File: src/rtl/video_timing_pkg.sv
`default_nettype none
// +----------------------------------------------------------------------------+
// | video_timing_pkg : default 320x240 raster constants and ce_divider decode   |
// | Revision: 1.0                                                               |
// +----------------------------------------------------------------------------+
package video_timing_pkg;

  localparam int   c_h_active = 320;
  localparam int   c_h_fp     = 8;
  localparam int   c_h_sync   = 32;
  localparam int   c_h_bp     = 40;
  localparam int   c_v_active = 240;
  localparam int   c_v_fp     = 3;
  localparam int   c_v_sync   = 3;
  localparam int   c_v_bp     = 16;
  localparam int   c_hcnt_w   = 9;
  localparam int   c_vcnt_w   = 9;
  localparam logic c_sync_pol = 1'b0;

  // Select 0 means divide by 4; any other select n means divide by n+1.
  function automatic logic [3:0] ce_div_decode(input logic [2:0] sel);
    logic [3:0] n;
    n = (sel == 3'd0) ? 4'd4 : ({1'b0, sel} + 4'd1);
    return n;
  endfunction

endpackage
`default_nettype wire

File: src/rtl/pix_ce_gen.sv
`default_nettype none
// +----------------------------------------------------------------------------+
// | pix_ce_gen : pixel clock-enable divider with wrap-synchronous N reload      |
// | Revision: 1.0                                                               |
// +----------------------------------------------------------------------------+
module pix_ce_gen
  import video_timing_pkg::*;
(
  input  logic       clk_sys,
  input  logic       reset_n,
  input  logic       enable,
  input  logic [2:0] ce_divider,
  output logic       ce_pix
);

  logic [3:0] r_div_cnt;
  logic [3:0] r_div_n;
  logic       r_fresh;
  logic       r_ce;
  logic [3:0] w_n;
  logic       w_wrap;

  // Until the first edge after reset, the live select defines the period.
  always_comb begin
    w_n    = r_fresh ? ce_div_decode(ce_divider) : r_div_n;
    w_wrap = enable && (r_div_cnt == (w_n - 4'd1));
  end

  always_ff @(posedge clk_sys or negedge reset_n) begin
    if (!reset_n) begin
      r_div_cnt <= 4'd0;
      r_div_n   <= 4'd4;
      r_fresh   <= 1'b1;
      r_ce      <= 1'b0;
    end else begin
      if (!enable) begin
        r_div_cnt <= 4'd0;
        r_ce      <= 1'b0;
      end else if (w_wrap) begin
        r_div_cnt <= 4'd0;
        r_ce      <= 1'b1;
      end else begin
        r_div_cnt <= r_div_cnt + 4'd1;
        r_ce      <= 1'b0;
      end
      if (r_fresh || w_wrap) begin
        r_div_n <= ce_div_decode(ce_divider);
      end
      r_fresh <= 1'b0;
    end
  end

  assign ce_pix = r_ce & enable;

endmodule
`default_nettype wire

File: src/rtl/video_timing_gen.sv
`default_nettype none
// +----------------------------------------------------------------------------+
// | video_timing_gen : raster counters, blanking/sync strobes and pixel enable  |
// | Revision: 1.0                                                               |
// +----------------------------------------------------------------------------+
module video_timing_gen
  import video_timing_pkg::*;
#(
  parameter int   H_ACTIVE   = c_h_active,
  parameter int   H_FP       = c_h_fp,
  parameter int   H_SYNC     = c_h_sync,
  parameter int   H_BP       = c_h_bp,
  parameter int   V_ACTIVE   = c_v_active,
  parameter int   V_FP       = c_v_fp,
  parameter int   V_SYNC     = c_v_sync,
  parameter int   V_BP       = c_v_bp,
  parameter int   HCNT_WIDTH = c_hcnt_w,
  parameter int   VCNT_WIDTH = c_vcnt_w,
  parameter logic SYNC_POL   = c_sync_pol
) (
  input  logic                  clk_sys,
  input  logic                  reset_n,
  input  logic                  enable,
  input  logic [2:0]            ce_divider,
  output logic                  ce_pix,
  output logic [HCNT_WIDTH-1:0] hcount,
  output logic [VCNT_WIDTH-1:0] vcount,
  output logic                  HBlank,
  output logic                  VBlank,
  output logic                  HSync,
  output logic                  VSync,
  output logic                  line_start,
  output logic                  frame_start
);

  localparam int H_TOTAL = H_ACTIVE + H_FP + H_SYNC + H_BP;
  localparam int V_TOTAL = V_ACTIVE + V_FP + V_SYNC + V_BP;

  generate
    if ((H_TOTAL - 1) >= (1 << HCNT_WIDTH)) begin : g_hcnt_too_narrow
      $fatal(1, "HCNT_WIDTH cannot hold H_TOTAL-1");
    end
    if ((V_TOTAL - 1) >= (1 << VCNT_WIDTH)) begin : g_vcnt_too_narrow
      $fatal(1, "VCNT_WIDTH cannot hold V_TOTAL-1");
    end
  endgenerate

  localparam logic [HCNT_WIDTH-1:0] c_h_last   = HCNT_WIDTH'(H_TOTAL - 1);
  localparam logic [HCNT_WIDTH-1:0] c_hb_start = HCNT_WIDTH'(H_ACTIVE);
  localparam logic [HCNT_WIDTH-1:0] c_hs_start = HCNT_WIDTH'(H_ACTIVE + H_FP);
  localparam logic [HCNT_WIDTH:0]   c_hs_end   = (HCNT_WIDTH + 1)'(H_ACTIVE + H_FP + H_SYNC);
  localparam logic [VCNT_WIDTH-1:0] c_v_last   = VCNT_WIDTH'(V_TOTAL - 1);
  localparam logic [VCNT_WIDTH-1:0] c_vb_start = VCNT_WIDTH'(V_ACTIVE);
  localparam logic [VCNT_WIDTH-1:0] c_vs_start = VCNT_WIDTH'(V_ACTIVE + V_FP);
  localparam logic [VCNT_WIDTH:0]   c_vs_end   = (VCNT_WIDTH + 1)'(V_ACTIVE + V_FP + V_SYNC);

  logic                  w_ce;
  logic [HCNT_WIDTH-1:0] r_hcount;
  logic [VCNT_WIDTH-1:0] r_vcount;
  logic                  r_hblank;
  logic                  r_vblank;
  logic                  r_hsync;
  logic                  r_vsync;
  logic                  r_line_start;
  logic                  r_frame_start;
  logic [HCNT_WIDTH-1:0] w_h_next;
  logic [VCNT_WIDTH-1:0] w_v_next;
  logic                  w_hs_on;
  logic                  w_vs_on;

  pix_ce_gen u_pix_ce_gen (
    .clk_sys    (clk_sys),
    .reset_n    (reset_n),
    .enable     (enable),
    .ce_divider (ce_divider),
    .ce_pix     (w_ce)
  );

  // Strobes decode the next counter values so they land with the counters.
  always_comb begin
    w_h_next = (r_hcount == c_h_last) ? '0 : (r_hcount + 1'b1);
    w_v_next = r_vcount;
    if (r_hcount == c_h_last) begin
      w_v_next = (r_vcount == c_v_last) ? '0 : (r_vcount + 1'b1);
    end
    w_hs_on = (w_h_next >= c_hs_start) && ({1'b0, w_h_next} < c_hs_end);
    w_vs_on = (w_v_next >= c_vs_start) && ({1'b0, w_v_next} < c_vs_end);
  end

  always_ff @(posedge clk_sys or negedge reset_n) begin
    if (!reset_n) begin
      r_hcount      <= '0;
      r_vcount      <= '0;
      r_hblank      <= 1'b0;
      r_vblank      <= 1'b0;
      r_hsync       <= ~SYNC_POL;
      r_vsync       <= ~SYNC_POL;
      r_line_start  <= 1'b0;
      r_frame_start <= 1'b0;
    end else begin
      r_line_start  <= 1'b0;
      r_frame_start <= 1'b0;
      if (w_ce) begin
        r_hcount      <= w_h_next;
        r_vcount      <= w_v_next;
        r_hblank      <= (w_h_next >= c_hb_start);
        r_vblank      <= (w_v_next >= c_vb_start);
        r_hsync       <= w_hs_on ? SYNC_POL : ~SYNC_POL;
        r_vsync       <= w_vs_on ? SYNC_POL : ~SYNC_POL;
        r_line_start  <= (w_h_next == '0);
        r_frame_start <= (w_h_next == '0) && (w_v_next == '0);
      end
    end
  end

  assign ce_pix      = w_ce;
  assign hcount      = r_hcount;
  assign vcount      = r_vcount;
  assign HBlank      = r_hblank;
  assign VBlank      = r_vblank;
  assign HSync       = r_hsync;
  assign VSync       = r_vsync;
  assign line_start  = r_line_start;
  assign frame_start = r_frame_start;

endmodule
`default_nettype wire

File: config.mk
export PLATFORM = sky130hd
export DESIGN_NAME = video_timing_gen
export DESIGN_NICKNAME = d
export VERILOG_FILES = /design/src/rtl/video_timing_pkg.sv /design/src/rtl/pix_ce_gen.sv /design/src/rtl/video_timing_gen.sv
export SDC_FILE = /design/constraint.sdc
export NUM_CORES = 1
export LEC_CHECK = 0
export CORE_ASPECT_RATIO = 2
export CORE_MARGIN = 4
export CORE_UTILIZATION = 48
export CTS_BUF_LIST = sky130_fd_sc_hd__clkbuf_4
export CTS_CLUSTER_DIAMETER = 50
export DETAILED_ROUTE_END_ITERATION = 8
export HOLD_SLACK_MARGIN = 0.02
export PLACE_DENSITY = 0.73
export RECOVER_POWER = 50
export SYNTH_ARGS = -nofsm -noshare
export SYNTH_HDL_FRONTEND = slang
export SYNTH_HIERARCHICAL = 1
export SYNTH_SLANG_ARGS = --single-unit
File: constraint.sdc
create_clock -name clk_sys -period 4.9 [get_ports clk_sys]
set_input_delay 0.98 -clock clk_sys [delete_from_list [all_inputs] [get_ports clk_sys]]
set_output_delay 0.98 -clock clk_sys [all_outputs]
set_load 0.05 [all_outputs]
# Word-level counts from Yosys, hierarchy flattened
# Index checks and enable logic that the tools add are counted.
# op_classes
bitwise_logic	1
eq_ne	3
mux	13
addsub	5
n_reduce_logical	8
magnitude_cmp	6
# ops
cell	n
$mux 9	3
$add 9x1->9 const B	2
$eq 9x9->1 const B	2
$ge 9x8->1 const B	2
$ge 9x9->1 const B	2
$logic_not 9->1	2
$mux 4	4
$lt 9x8->1 const B	1
$lt 9x9->1 const B	1
$mux 1	6
$add 3x1->4 const B	1
$add 4x1->4 const B	1
$eq 4x4->1	1
$logic_and 1x1->1	4
$sub 4x1->4 const B	1
$logic_not 3->1	1
$and 1x1->1	1
$logic_or 1x1->1	1
# totals
output_inout_bits	25
reg_bits	34
in_bits	6
wordCells	48

# Longest topological paths before layout
# Gate-level depths: netlist (run 1).
# logic_depth
ltp_word	8
mapped_depth	10
ltp_nobuf	10

# By module
# The synthesis (run 1) kept the hierarchy.
# modules_own_cells
module	area_each_um2	seq_area_each_um2	instances	cells_per_inst
video_timing_gen	1813.0	603.1	1	213
pix_ce_gen	691.9	252.7	1	60

# Least setup slack after synthesis (run 1)
# No wires, ideal clock.
# synth_timing
path_kind	input port to flip-flop
startpoint	input port ce_divider[0]
endpoint	register u_pix_ce_gen.r_div_n[3]
setup_time_ns	0.125
n_path_buf	0
t_required_ns	4.775
path_slack_ns	1.505
arrival_time_ns	3.270
stages	10
path_cell_list	inv_1 ha_1 nand2b_1 a31oi_1 ha_1 xor2_1 nand3_1 mux2_2 o41ai_4 mux2_4
# synth_between
elab_chain_len	7
elab_cells_between_ends	8
cone_classes	add/sub: 2; eq/ne: 1; mux: 2; reduce/logical: 3
# synth_rtl
item	line	source
start, declared	video_timing_gen.sv:24	input logic [2:0] ce_divider,
$add 3x1->4 or $logic_not 3->1 (tied branches)	video_timing_pkg.sv:23	n = (sel == 3'd0) ? 4'd4 : ({1'b0, sel} + 4'd1);
$mux 4 (*)	video_timing_pkg.sv:23	
$mux 4	pix_ce_gen.sv:25	w_n = r_fresh ? ce_div_decode(ce_divider) : r_div_n;
$sub 4x1->4	pix_ce_gen.sv:26	w_wrap = enable && (r_div_cnt == (w_n - 4'd1));
$eq 4x4->1	pix_ce_gen.sv:26	
$logic_and 1x1->1	pix_ce_gen.sv:26	
$logic_or 1x1->1	pix_ce_gen.sv:46	if (r_fresh || w_wrap) begin
end signal, assigned	pix_ce_gen.sv:47	r_div_n <= ce_div_decode(ce_divider);
end, declared	pix_ce_gen.sv:17	logic [3:0] r_div_n;
# Mark *: on every way between the ends. The rest lies on a longest branch, timed or not.
# A chain may end at the register's enable or synchronous reset.

# Worst setup path after layout (run 1)
# layout_timing
startpoint	input port enable
endpoint	output port ce_pix
# layout_between
elab_chain_len	1
# layout_rtl
item	line	source
start, declared	video_timing_gen.sv:23	input logic enable,
$and 1x1->1	pix_ce_gen.sv:53	assign ce_pix = r_ce & enable;
end, declared	video_timing_gen.sv:25	output logic ce_pix,
# Every way passes these cells.

==> flow_summary.rst, run 1 <==
.. list-table::
   :header-rows: 1

   * - Metric
     - Value
   * - Pin count of the biggest net entering global routing
     - 35
   * - Failing checks
     - max-capacitance violations, max-slew violations
   * - Share of final-layout standard cells stronger than drive strength 1
     - 0.1051
   * - Net count, final
     - just over 300
   * - Maxcap violations
     - 1
   * - Syn Area/Cell
     - about 9 um2
   * - Max Fanout on Critical Path
     - 23
   * - Most common cell after layout, fill and taps aside
     - dfrtp_1
   * - CP Cell Sequence
     - dlygate4sd3_1, and2_0, buf_4, clkdlybuf4s50_1
   * - Primary flip-flop cell chosen by synthesis mapping
     - dfrtp_1
   * - Proportion of register bits with asynchronous set or reset after synthesis
     - 1.000
   * - TritonCTS buffer count
     - 5
   * - Power Total
     - between 0.9 and 1 mW
   * - Total Negative Setup Slacks
     - 0 ns
   * - DRC violations left
     - 0
   * - Cell variety after synth
     - 69
   * - Antenna violations before repair
     - 0
   * - First-pass GRT wire length
     - ~10000 um
   * - Critical Path RT
     - between 3 and 4 ns
   * - Top-level I/O count
     - 31
   * - Number of enable flip-flop cells after synthesis
     - 0
   * - Clock period minus final worst setup slack
     - about 3.9 ns
   * - Element type at the critical path end
     - primary output
   * - Share of the cycle needed by the critical path after routing
     - 0.7892
   * - Number of warnings issued by yosys
     - 6
   * - Class of the most critical hold timing path
     - flop to flop
   * - Area of the die
     - 6508 um2
   * - Starting Density
     - 0.4919
   * - Sequential element share of the synthesized area
     - 0.3417
   * - Worst Max-Slew Pin Slew
     - ~1.9 ns
   * - Count of mapped cells out of synthesis
     - 273
   * - Final Slew Violations
     - 35
   * - CP peak stage delay
     - about 0.85 ns
   * - Hold Buf Count CTS
     - 0
   * - Cell internal power dissipation
     - 0.5394 mW
   * - Post-synth design cell area
     - between 2000 and 3000 um2
   * - Via density per instance
     - roughly 6.3
   * - Routability congestion estimate
     - roughly 0.91
   * - Footprint of the multi-input gates
     - 1508 um2
   * - TritonCTS clock tree
     - yes
   * - Final setup violation count
     - 0
   * - Clock slew at reported path FFs
     - roughly 0.11 ns
   * - Count of input and output buffers
     - 30
   * - Deepest clock path buffer count
     - 2
   * - Post-CTS Resized
     - 0
   * - Result of the run
     - finished with violations
   * - Residual overflow from global routing
     - 0
   * - Die height
     - between 100 and 150 um
   * - Switching Share
     - 0.4312
   * - Sequential standard cell area
     - around 860 um2
   * - VDD IR-drop max
     - about 370 uV
   * - Highest achievable clock rate
     - between 200 and 300 MHz
   * - Overall fraction of global-route tracks in use
     - 0.2100
   * - Cell at the slowest stage of the critical path
     - clkdlybuf4s50_1
   * - Power per cell area
     - about 330 nW/um2
   * - Worst-case headroom to the max-slew limit
     - -0.2456
   * - Number of nets still failing antenna checks after routing
     - 0
   * - Leakage power total
     - around 1.1 nW
   * - Half-perimeter wire length after placement
     - 4730 um
   * - Cell at the root of the clock tree
     - clkbuf_4
   * - Number of nets produced by synthesis
     - between 200 and 300
   * - Kind of cell with the highest combined delay on the critical path
     - buffers and inverters
   * - Setup Fix Bufs, Post-CTS
     - 0
   * - First-pass detailed-route iteration total
     - 5
   * - Via count of the routed design
     - about 2200
   * - Total number of placement rows
     - 37
   * - Clock latency on the worst-skew pair
     - roughly 0.34 ns
   * - Floorplan Core Area
     - 5092 um2
   * - Number of buffer and inverter stages on the critical path
     - 3
   * - Worst EP arrival
     - about 2.9 ns
   * - Layout filler cell count
     - 484
   * - Class of the most critical setup path
     - input pin to primary output
   * - Commonest non-fill, non-tap cells in the layout
     - dfrtp_1 (30), clkdlybuf4s50_1 (28), nand2_1 (21)
   * - Relative contribution of sequential cells to total power
     - 0.415
   * - Hold Fails Final Rpt
     - 0
   * - Horizontal die dimension
     - between 50 and 60 um
   * - Flop and latch count out of synthesis
     - 34
   * - Fin Clk Skew
     - around 0.022 ns
   * - Unrepaired setup endpoints after global routing
     - false
   * - Combinational share of power
     - 0.417
   * - Worst Hold Margin
     - 0.4797 ns
   * - WL per Instance
     - ~18 um
   * - H-tree level count
     - 2
   * - Drt total wl
     - approximately 6300 um
   * - Diode count
     - 0
   * - Number of sinks handled by clock tree synthesis
     - 34
   * - NetSw
     - between 0.4 and 0.5 mW
   * - Worst setup SP type
     - input pin
   * - Proportion of power drawn by the clock network
     - 0.168
   * - Drt first-iter violations
     - roughly 110
   * - Number of global-route vias before repair
     - 2178
   * - P&R area growth vs syn
     - 13.99%
[metrics by stage]
step / setup WS, ns / instance area (um2) / util / cells
detailed placement: 0.7949 / 2815 / 0.5528 / 345
CTS: 1.096 / 2870 / 0.5636 / 353
finish: 1.033 / 2855 / 0.5607 / 353
floorplan: 1.505 / 2505 / - / 273
global placement: 0.8685 / 2815 / 0.5528 / 345
global route: 0.9317 / 2855 / 0.5607 / 353
[worst paths after layout]
| kind | endpoint | depth (start not counted) | slack, ns | start |
|---|---|---|---|---|
| worst max-delay path | ce_pix | 4 | 1.03 | enable |
| worst min-delay path | u_pix_ce_gen/r_div_n[2]$_DFFE_PN1P_ | 2 | 0.48 | u_pix_ce_gen/r_div_n[2]$_DFFE_PN1P_ |
| worst max register to register | VSync$_DFFE_PN1P_ | 6 | 1.80 | hcount[1]$_DFFE_PN0P_ |
| worst min register to register | u_pix_ce_gen/r_div_n[2]$_DFFE_PN1P_ | 2 | 0.48 | u_pix_ce_gen/r_div_n[2]$_DFFE_PN1P_ |
| max in group asynchronous | hcount[0]$_DFFE_PN0P_ | 2 | 2.14 | reset_n |
| min in group asynchronous | hcount[6]$_DFFE_PN0P_ | 2 | 1.68 | reset_n |
[final cells by class]
class / count / area share
Multi-Input combinational cell: 207 / 0.5280
Sequential cell: 34 / 0.2997
Timing Repair Buffer: 32 / 0.1091
Tap cell: 58 / 0.02542
Inverter: 14 / 0.01840
Clock buffer: 6 / 0.01578
Clock inverter: 2 / 0.003506
[sequential cells by signal (all words and copies together) (netlist names)]
register / cells
vcount: 9
u_pix_ce_gen/r_div_n: 4
u_pix_ce_gen/r_div_cnt: 4
VBlank: 1
hcount: 9
u_pix_ce_gen/r_fresh: 1
u_pix_ce_gen/r_ce: 1
VSync: 1
frame_start: 1
line_start: 1
HBlank: 1
HSync: 1
[cell usage after synthesis (5+ instances only)]
master    number  area [um2]
a21oi_1       11       55.05
and2_1         7       43.79
and3_1         5       31.28
clkbuf_1      13       48.80
dfrtp_1       30       750.7
ha_1           7       87.58
inv_1         14       52.55
mux2i_1        6       60.06
nand2_1       21       78.83
nand3_1       12       60.06
nand4_1       11       68.82
nor2_1        12       45.04
nor2b_1        5       31.28
nor3_1         5       25.02
o21ai_0        7       35.03
o31ai_1        5       37.54
xnor2_1       10       87.58
xor2_1         6       52.55
[routing by layer]
metal	vias up	GRT usage	part of all wire
li1	1050	-	-
met1	1084	0.2120	0.36
met2	62	0.4082	0.57
met3	16	0.02914	0.034
met4	0	0.08914	0.034
met5	-	0	0
[power by group through the flow]
stage                     Sequential, mW  Clock (mW)  Combinational, mW
after global placement             0.399           0              0.393
after global routing               0.402       0.180              0.422
after CTS                          0.393       0.166              0.400
after detailed placement           0.398           0              0.399
final                              0.393       0.159              0.395
after floorplan                    0.492           0              0.178
[cell families (layout without fill, tap and decap cells)]
| kind of cell | count (synthesis) | after routing | share of synthesized area |
|---|---|---|---|
| compound gates | 63 | 63 | 0.2018 |
| xor+xnor | 18 | 18 | 0.06893 |
| fa+ha+maj | 7 | 7 | 0.03496 |
| buf+inv | 32 | 54 | 0.05195 |
| flops | 34 | 34 | 0.3417 |
| mux | 10 | 10 | 0.04345 |
| other cells | 1 | 1 | 0.001497 |
| simple gates | 108 | 108 | 0.2557 |
[worst register-to-register path: stages, from the launching register on]
cell and delay [ns]:
dfrtp_1 0.54, ha_1 0.42, nand3_1 0.27, nor3_1 0.96, o2111ai_1 0.22, a311o_1 0.36
o31a_1 0.29
Note: power is estimated with default switching activity, not from simulation.
==> run 2, diff against run 1 <==
==> constraint.sdc (replaced) <==
create_clock -name clk_sys -period 3.8 [get_ports clk_sys]
set_input_delay 0.76 -clock clk_sys [delete_from_list [all_inputs] [get_ports clk_sys]]
set_output_delay 0.76 -clock clk_sys [all_outputs]
set_load 0.05 [all_outputs]
==> flow_summary.rst, run 2 (synthesis gave the netlist of run 1 again) <==
.. list-table::
   :header-rows: 1

   * - Metric
     - Value
   * - Maxcap violations
     - 1 (unchanged)
   * - Element type at the critical path end
     - flop
   * - Floorplan Core Area
     - 5092 um2 (unchanged)
   * - Cell count after placement
     - 348 (+0.87%)
   * - Die height
     - 110.2 um (unchanged)
   * - Net count, final
     - 310 (+0.98%)
   * - Class of the most critical setup path
     - input pin to flop
   * - Startpoint of the lowest-slack register-to-register path
     - u_pix_ce_gen/r_fresh$_DFF_PN1_
   * - First-pass GRT wire length
     - 10150 um (-2.6%)
   * - Worst setup SP type
     - input pin
   * - Worst-case headroom to the max-slew limit
     - -0.2110 (+0.03455)
   * - Count of input and output buffers
     - 30 (unchanged)
   * - Final setup violation count
     - 0 (unchanged)
   * - Number of cells on the worst reg-to-reg path
     - 9 (+3)
   * - Via density per instance
     - 6.213 (-0.84%)
   * - Proportion of power drawn by the clock network
     - 0.162 (-0.006)
   * - Post-CTS Resized
     - 0 (unchanged)
   * - Horizontal die dimension
     - 59.08 um (unchanged)
   * - Cell internal power dissipation
     - 0.6887 mW (+28%)
   * - Cell at the root of the clock tree
     - clkbuf_4
   * - Worst Hold Margin
     - 0.4795 ns (-0.0001980 ns)
   * - Leakage power total
     - 1.148 nW (+1.3%)
   * - Result of the run
     - finished with violations
   * - Class of the most critical hold timing path
     - flop to flop
   * - Number of sinks handled by clock tree synthesis
     - 34 (unchanged)
   * - Half-perimeter wire length after placement
     - 4663 um (-1.4%)
   * - P&R area growth vs syn
     - 15.03%
   * - Hold Fails Final Rpt
     - 0 (unchanged)
   * - CP Cell Sequence
     - clkdlybuf4s50_1, inv_1, ha_1, a31oi_1, ha_1, xor2_1, nand3b_1, mux2_2, o41ai_4, buf_4, mux2i_1
   * - Top-level I/O count
     - 31 (unchanged)
   * - Power Total
     - 1.218 mW (+28%)
   * - WL per Instance
     - 17.02 um (-4.9%)
   * - Antenna violations before repair
     - 0 (unchanged)
   * - CP peak stage delay
     - 0.51 ns (-0.34 ns)
   * - Layout filler cell count
     - 480 (-0.83%)
   * - Number of nets still failing antenna checks after routing
     - 0 (unchanged)
   * - Clock latency on the worst-skew pair
     - 0.35 ns (about the same)
   * - Number of global-route vias before repair
     - 2160 (-0.83%)
   * - VDD IR-drop max
     - 338.4 uV (-8.4%)
   * - Final Slew Violations
     - 35 (unchanged)
   * - Relative contribution of sequential cells to total power
     - 0.417 (+0.002)
   * - Via count of the routed design
     - 2212 (unchanged)
   * - Fin Clk Skew
     - 0.01808 ns (-0.003681 ns)
   * - Final cell count without fillers
     - 356 (+0.85%)
   * - Final critical-path setup slack
     - 0.5268 ns (-0.5064 ns)
   * - Overall fraction of global-route tracks in use
     - 0.2055 (-0.004525)
   * - Worst EP arrival
     - 3.56 ns (+0.67 ns)
   * - Switching Share
     - 0.4347 (+0.003507)
   * - Total number of placement rows
     - 37 (unchanged)
   * - Total Negative Setup Slacks
     - 0 ns (unchanged)
   * - Commonest non-fill, non-tap cells in the layout
     - dfrtp_1 (30), clkdlybuf4s50_1 (23), nand2_1 (21)
   * - Pre-CTS setup slack
     - 0.1378 ns (-0.6571 ns)
   * - Unrepaired setup endpoints after global routing
     - false
   * - Worst hold path depth
     - 2 (unchanged)
   * - Diode count
     - 0 (unchanged)
   * - Drt first-iter violations
     - 107 (+1.9%)
   * - Max Fanout on Critical Path
     - 4 (-83%)
   * - Pin count of the biggest net entering global routing
     - 35 (unchanged)
   * - Worst Max-Slew Pin Slew
     - 1.817 ns (-0.05182 ns)
   * - Deepest clock path buffer count
     - 2 (unchanged)
   * - Start point of the critical path
     - ce_divider[0]
   * - DRC violations left
     - 0 (unchanged)
   * - Clock slew at reported path FFs
     - 0.11 ns (about the same)
   * - Min-Delay Startpoint
     - u_pix_ce_gen/r_div_n[2]$_DFFE_PN1P_
   * - Drt total wl
     - 6059 um (-4.1%)
   * - TritonCTS clock tree
     - yes
   * - Clock period minus final worst setup slack
     - 3.273 ns
   * - Residual overflow from global routing
     - 0 (unchanged)
   * - Highest achievable clock rate
     - between 300 and 400 MHz
   * - First-pass detailed-route iteration total
     - 4 (-1)
   * - Routability congestion estimate
     - 0.8987 (-1.0%)
   * - Starting Density
     - 0.4919 (unchanged)
   * - TritonCTS buffer count
     - 5 (unchanged)
   * - Most common cell after layout, fill and taps aside
     - dfrtp_1
   * - Hold Buf Count CTS
     - 0 (unchanged)
   * - Failing checks
     - max-capacitance violations, max-slew violations
   * - H-tree level count
     - 2 (unchanged)
   * - NetSw
     - 0.5296 mW (+30%)
   * - Combinational share of power
     - 0.421 (+0.004)
   * - Critical Path RT
     - 4.08 ns (+0.16 ns)
   * - Cell at the slowest stage of the critical path
     - clkdlybuf4s50_1
   * - Power per cell area
     - 422.8 nW/um2 (+27%)
   * - Share of the cycle needed by the critical path after routing
     - 0.8614
   * - Setup Fix Bufs, Post-CTS
     - 0 (unchanged)
   * - Area of the die
     - 6508 um2 (unchanged)
   * - Share of final-layout standard cells stronger than drive strength 1
     - 0.1174 (+0.01236)
   * - Cell repeated most along the worst path
     - ha_1
## run 2: cell types whose count changed in the layout (fill, tap and decap cells not counted), sizes merged
cell	delta
buf	+3
clkdlybuf4s50	-5
clkinvlp	+1
dlygate4sd3	+4
## run 2: path summary, 6_finish.rpt
kind	end	slack (ns)
min reg2reg	u_pix_ce_gen/r_div_n[2]$_DFFE_PN1P_	0.48
min	u_pix_ce_gen/r_div_n[2]$_DFFE_PN1P_	0.48
max	u_pix_ce_gen/r_div_n[2]$_DFFE_PN1P_	0.53
max in group asynchronous	u_pix_ce_gen/r_div_cnt[3]$_DFF_PN0_	1.31
max reg2reg	u_pix_ce_gen/r_div_n[2]$_DFFE_PN1P_	1.16
min in group asynchronous	hcount[4]$_DFFE_PN0P_	1.42
## run 2: through the flow
| stage | util | cell area [um2] |
|---|---|---|
| finish | 0.5658 | 2882 |
| detailed placement | 0.5568 | 2835 |
| floorplan | - | 2505 |
| CTS | 0.5673 | 2889 |
| global placement | 0.5568 | 2835 |
| global route | 0.5658 | 2882 |
## run 2: power by group through the flow
| stage | sequential, mW | clock (mW) | combinational, mW |
|---|---|---|---|
| detailed placement | 0.516 | 0 | 0.518 |
| CTS | 0.511 | 0.207 | 0.520 |
| global route | 0.521 | 0.217 | 0.548 |
| global placement | 0.514 | 0 | 0.513 |
| finish | 0.508 | 0.197 | 0.513 |
| floorplan | 0.635 | 0 | 0.229 |
## run 2: area by class of cell
class	instances	area, um2	share of cell area
clock buffers	5	37.54	0.01303
multi-input cells	207	1519	0.5271
clock inverters	3	16.27	0.005645
repair buffers	35	327.8	0.1138
flip-flops and latches	34	855.8	0.2970
well taps	58	72.57	0.02518
inverters	14	52.55	0.01824
## run 2: layer usage
layer / up-vias / share of wire / global-route usage
li1: 1062 / - / -
met1: 1080 / 0.37 / 0.2060
met2: 48 / 0.56 / 0.3790
met3: 22 / 0.022 / 0.02797
met4: 0 / 0.050 / 0.1329
met5: - / 0 / 0
## run 2: worst max-delay path: cells and delay by family
kind	cells	cell delay (ns)
buffers and inverters	3	0.79
AO/OA/AOI/OAI	2	0.61
adder cells (fa/ha/maj)	2	0.59
multiplexers	2	0.49
XOR/XNOR	1	0.20
AND/OR/NAND/NOR	1	0.10
==> run 3, diff against run 2 <==
--- a/config.mk
+++ b/config.mk
@@ -5,6 +5,7 @@
 export SDC_FILE = /design/constraint.sdc
 export NUM_CORES = 1
 export LEC_CHECK = 0
+export CAP_MARGIN = 0
 export CORE_ASPECT_RATIO = 2
 export CORE_MARGIN = 4
 export CORE_UTILIZATION = 48
==> results of run 3 <==
The final DEF is identical to that of run 2; final timing and power are the same.
